==> src/rtl/stack_control.sv <==
// Four-entry LIFO controller with thermometer occupancy and change pulse.
// Define STACK_ERR_EN to add the sticky err flag and the ERROR lock-up state.
module stack_control #(
    parameter int unsigned DATA_W = 4
) (
    input  logic              clk,
    input  logic              reset,
    input  logic              push,
    input  logic              pop,
    input  logic [DATA_W-1:0] data_in,
    output logic [DATA_W-1:0] data_out,
    output logic [3:0]        enable,
    output logic              checkupdate,
    output logic              full,
    output logic              empty,
    output logic              err
);

    localparam int unsigned DEPTH = 4;
    localparam int unsigned IDX_W = 2;
    localparam int unsigned CNT_W = 3;

`ifdef STACK_ERR_EN
    typedef enum logic [1:0] {S_EMPTY, S_LOADED, S_FULL, S_ERROR} state_t;
`else
    typedef enum logic [1:0] {S_EMPTY, S_LOADED, S_FULL} state_t;
`endif

    state_t            r_state;
    logic [3:0]        r_enable;
    logic [DATA_W-1:0] r_mem [DEPTH];
    logic              r_checkupdate;

    logic [CNT_W-1:0]  w_count;
    logic [IDX_W-1:0]  w_top_idx;
    logic              w_push_only;
    logic              w_pop_only;
    logic              w_replace;
    logic              w_locked;

    // Occupancy decode; push+pop while empty degrades to a plain push.
    assign w_count     = CNT_W'(r_enable[0]) + CNT_W'(r_enable[1])
                       + CNT_W'(r_enable[2]) + CNT_W'(r_enable[3]);
    assign w_top_idx   = IDX_W'(w_count - CNT_W'(1));
    assign w_push_only = push && (!pop || empty);
    assign w_pop_only  = pop && !push;
    assign w_replace   = push && pop && !empty;

`ifdef STACK_ERR_EN
    logic r_err;
    assign w_locked = (r_state == S_ERROR);
    assign err      = r_err;
`else
    assign w_locked = 1'b0;
    assign err      = 1'b0;
`endif

    assign enable      = r_enable;
    assign checkupdate = r_checkupdate;
    assign full        = (r_enable == 4'b1111);
    assign empty       = (r_enable == 4'b0000);
    assign data_out    = empty ? '0 : r_mem[w_top_idx];

    always_ff @(posedge clk) begin
        if (reset) begin
            r_state       <= S_EMPTY;
            r_enable      <= '0;
            r_checkupdate <= 1'b0;
            for (int unsigned i = 0; i < DEPTH; i++) begin
                r_mem[i] <= '0;
            end
`ifdef STACK_ERR_EN
            r_err         <= 1'b0;
`endif
        end else begin
            r_checkupdate <= 1'b0;

            // Datapath: illegal requests fall through every branch untouched.
            if (!w_locked) begin
                if (w_push_only && !full) begin
                    r_mem[IDX_W'(w_count)] <= data_in;
                    r_enable               <= {r_enable[2:0], 1'b1};
                    r_checkupdate          <= 1'b1;
                end else if (w_pop_only && !empty) begin
                    r_mem[w_top_idx] <= '0;
                    r_enable         <= {1'b0, r_enable[3:1]};
                    r_checkupdate    <= 1'b1;
                end else if (w_replace) begin
                    r_mem[w_top_idx] <= data_in;
                end
            end

            case (r_state)
                S_EMPTY: begin
                    if (push) begin
                        r_state <= S_LOADED;
                    end
`ifdef STACK_ERR_EN
                    else if (pop) begin
                        r_state <= S_ERROR;
                        r_err   <= 1'b1;
                    end
`endif
                end
                S_LOADED: begin
                    if (w_push_only && (w_count == CNT_W'(3))) begin
                        r_state <= S_FULL;
                    end else if (w_pop_only && (w_count == CNT_W'(1))) begin
                        r_state <= S_EMPTY;
                    end
                end
                S_FULL: begin
                    if (w_pop_only) begin
                        r_state <= S_LOADED;
                    end
`ifdef STACK_ERR_EN
                    else if (w_push_only) begin
                        r_state <= S_ERROR;
                        r_err   <= 1'b1;
                    end
`endif
                end
`ifdef STACK_ERR_EN
                S_ERROR: r_state <= S_ERROR;
`endif
                default: r_state <= S_EMPTY;
            endcase
        end
    end

endmodule

==> config.mk <==
export PLATFORM = sky130hd
export DESIGN_NAME = stack_control
export DESIGN_NICKNAME = d
export VERILOG_FILES = /design/src/rtl/stack_control.sv
export SDC_FILE = /design/constraint.sdc
export NUM_CORES = 1
export LEC_CHECK = 0
export CAP_MARGIN = 5
export CELL_PAD_IN_SITES_DETAIL_PLACEMENT = 1
export CELL_PAD_IN_SITES_GLOBAL_PLACEMENT = 2
export CORE_MARGIN = 2
export CORE_UTILIZATION = 35
export CTS_CLUSTER_SIZE = 20
export DETAILED_ROUTE_END_ITERATION = 12
export GPL_ROUTABILITY_DRIVEN = 0
export PLACE_DENSITY = 0.89
export SLEW_MARGIN = 20
export SYNTH_ARGS = -nofsm -noshare
export SYNTH_HDL_FRONTEND = slang
export SYNTH_SLANG_ARGS = --single-unit
==> constraint.sdc <==
create_clock -name clk -period 2.96 [get_ports clk]
set_input_delay 0.592 -clock clk [delete_from_list [all_inputs] [get_ports clk]]
set_output_delay 0.592 -clock clk [all_outputs]
set_load 0.05 [all_outputs]
==> impl_metrics.json <==
{
  "start_kind": "register",
  "grt_start_max_net_pins": 15,
  "rsz0062_at_grt": "true",
  "drv_cap": 0,
  "status": "finished with violations",
  "postRouteAntennaNets": 0,
  "die_y_um": 64.4,
  "io_buffers": 18,
  "yosys.area.top_type": "edfxtp_1",
  "synthFlopType": "edfxtp_1",
  "yosysUniqueCellTypes": 45,
  "grt_pass1_wl_um": 4750,
  "rr_startpoint": "enable[0]",
  "crit_slowest_cell": "fa_1",
  "vias": 936,
  "r2r_end": "r_mem[0][2]",
  "ys_ff_latch": 21,
  "grt.total_usage_pct": 14.9,
  "worst_pin_slew_ns": 0.496,
  "netlist.area_leader.share_pct": 37.7,
  "skew_ns": 0.00907,
  "ios": 20,
  "drt_pre_antenna_iters": 4,
  "hold_viol_final": 0,
  "die_area_um2": 4140,
  "end_kind": "output pin",
  "crit_path_cell_trace": "fa_1 > ha_4 > xnor2_4 > buf_4 > mux4_2 > nor2b_4 > buf_6",
  "hold_depth": 3,
  "cp.required_ns": 2.37,
  "numCtsBuffers": 3,
  "cts.sinks": 21,
  "path_buf_inv": 2,
  "synth.most_common_cell": "edfxtp_1",
  "antenna_cells": 0,
  "met1_usage_pct": 20.9,
  "crit_cells": 7,
  "total_power_uw": 884,
  "design_area_um2": 1630,
  "r2r_cells": 7,
  "synth_cells": 108,
  "min_from": "enable[1]",
  "routed_wl_um": 2850,
  "cts_hold_buf": 0,
  "worstSetupPathType": "reg -> out",
  "syn-num-nets": 120,
  "cts.clk_slew.worst_paths_ns": 0.12,
  "synth_edf_count": 16,
  "cp_data_arrival_time_ns": 2.45,
  "root_buffer": "clkbuf_4",
  "synth_common_cells": "edfxtp_1 (16), nor2_1 (11), inv_1 (9), nand2_1 (7)",
  "hold_end": "enable[1]",
  "drc": 0,
  "clkLatencyLatePin_ns": 0.30,
  "yosysSeqAreaShare_pct": 45.5,
  "placed_area_um2": 1540,
  "r2r_slack_ns": 0.53,
  "start_util_pct": 37.3,
  "die_w_um": 64.4,
  "finalMaxSlewViolations": 0,
  "power_per_cell_area_nw_per_um2": 541,
  "busiest_layer": "met2",
  "async_reset_ff_share_pct": 0,
  "critical-path-max-stage-delay_ns": 0.51,
  "antenna_found_initial": 0,
  "hold_class": "reg -> reg",
  "row_count": 21,
  "min_period_over_period_pct": 103,
  "violations": "setup timing",
  "setup_viol_count_final": 4,
  "use_met3_pct": 3.17,
  "fmax_ghz": 0.329,
  "via_per_inst": 5.17,
  "p_leak_uw": 0.000649,
  "layout-drive-gt1-share_pct": 31.9,
  "yosysWarnings": 0,
  "fin_nets": 148,
  "clock_path_buffers": 2,
  "syn_avg_cell_area_um2": 11.8,
  "period_needed_ns": 3.04,
  "relSlewSlack_pct": 66.8,
  "drt-initial-drc-count": 30,
  "syn_area_um2": 1270,
  "hpwl_um": 2150,
  "setup_slack_ns": -0.0782,
  "ir_drop_mv": 0.267,
  "area.growth.synth_to_final_pct": 28.1,
  "cts_tree": "yes",
  "htreeDepth": 1,
  "grt_pass1_vias": 961,
  "coreArea_um2": 3420,
  "grt.overflow.total": 0,
  "cp_max_fo": 3,
  "grt_use_met2_pct": 24.3,
  "yosys-top-cells-area": "edfxtp_1 (38%), dfxtp_1 (7.9%), mux4_1 (4.1%)",
  "wire_per_inst_um": 15.8,
  "critPathTopFamily": "adder cells"
}
kinds of logic (layout without fill, tap and decap cells):
logic type	Yosys count	in the layout	synth area share, %
and+or+nand+nor	38	38	17.5
DFF	21	21	45.5
AOI/OAI and AO/OA	18	18	12.9
buffers and inverters	16	43	6.28
muxes	8	8	11.1
adders and majority gates	4	4	4.51
xor gates and xnor gates	2	2	1.96
other	1	1	0.294
metrics by stage:
step	hold slack (ns)	worst slack (ns)	setup TNS, ns	instances	utilization (%)
after floorplan	0.619	0.0918	0	108	-
after global placement	0.639	0.0658	0	173	45.1
after detailed placement	0.655	0.00762	0	173	45.1
after CTS	0.688	-0.116	-0.431	181	47.8
after global routing	0.722	-0.152	-0.566	181	47.8
final	0.686	-0.0782	-0.289	181	47.8
sequential cells by signal (all words and copies together), names as in the netlist:
name,count
r_mem,16
enable,4
checkupdate,1
placed cells by master, fill, tap and decap left out, types with 2 or more instances in the layout:
| cell | instances |
|---|---|
| nand2b_1 | 3 |
| nor4_1 | 5 |
| a21oi_1 | 3 |
| nand2_1 | 7 |
| edfxtp_1 | 16 |
| mux2i_1 | 3 |
| clkdlybuf4s50_1 | 13 |
| dfxtp_1 | 2 |
| ha_1 | 2 |
| buf_4 | 12 |
| nor2_1 | 11 |
| clkbuf_4 | 3 |
| inv_1 | 9 |
| buf_6 | 5 |
| nand3_1 | 2 |
| mux4_2 | 4 |
| nor2b_4 | 4 |
| dfxtp_2 | 3 |
final cells by class:
class / instances / area (um^2)
flip-flops and latches: 21 / 584
well taps: 46 / 57.6
multi-input cells: 71 / 653
inverters: 9 / 33.8
repair buffers: 30 / 277
clock buffers: 3 / 22.5
clock inverters: 1 / 5.00
fillers: 378 / 1780
power breakdown:
part           switching (uW)  total [uW]  internal, uW
clock network            83.5         134          50.4
logic                     218         384           166
registers                11.8         366           354
total                     314         884           570
repair_timing:
item	in CTS	in global routing
setup endpoints to repair	4	4
pin swaps	3	3
buffers inserted	4	0
gates resized for setup	10	0
layer usage:
metal  vias to the layer above  routed length [um]
li1                        446                   -
met1                       467                1340
met2                        21                1410
met3                         2                  88
met4                         0                  13
met5                         -                   0
worst register-to-register path: cells and delay by family (launching register included):
family	cells	cell delay (ns)
and+or+nand+nor	2	0.36
AOI/OAI and AO/OA	1	0.30
adders and majority gates	2	0.74
buffers and inverters	1	0.11
xor gates and xnor gates	1	0.30
DFF	1	0.35
worst max path at each step:
stage	startpoint	endpoint	slack, ns
2_1_floorplan	enable[1]	data_out[1]	0.09
3_3_place_gp	enable[0]	data_out[0]	0.07
3_5_place_dp	enable[0]	data_out[3]	0.008
4_1_cts	enable[3]	data_out[1]	-0.12
5_1_grt	enable[0]	data_out[1]	-0.15
6_report	enable[0]	data_out[3]	-0.08
Note: power is estimated with default switching activity, not from simulation.
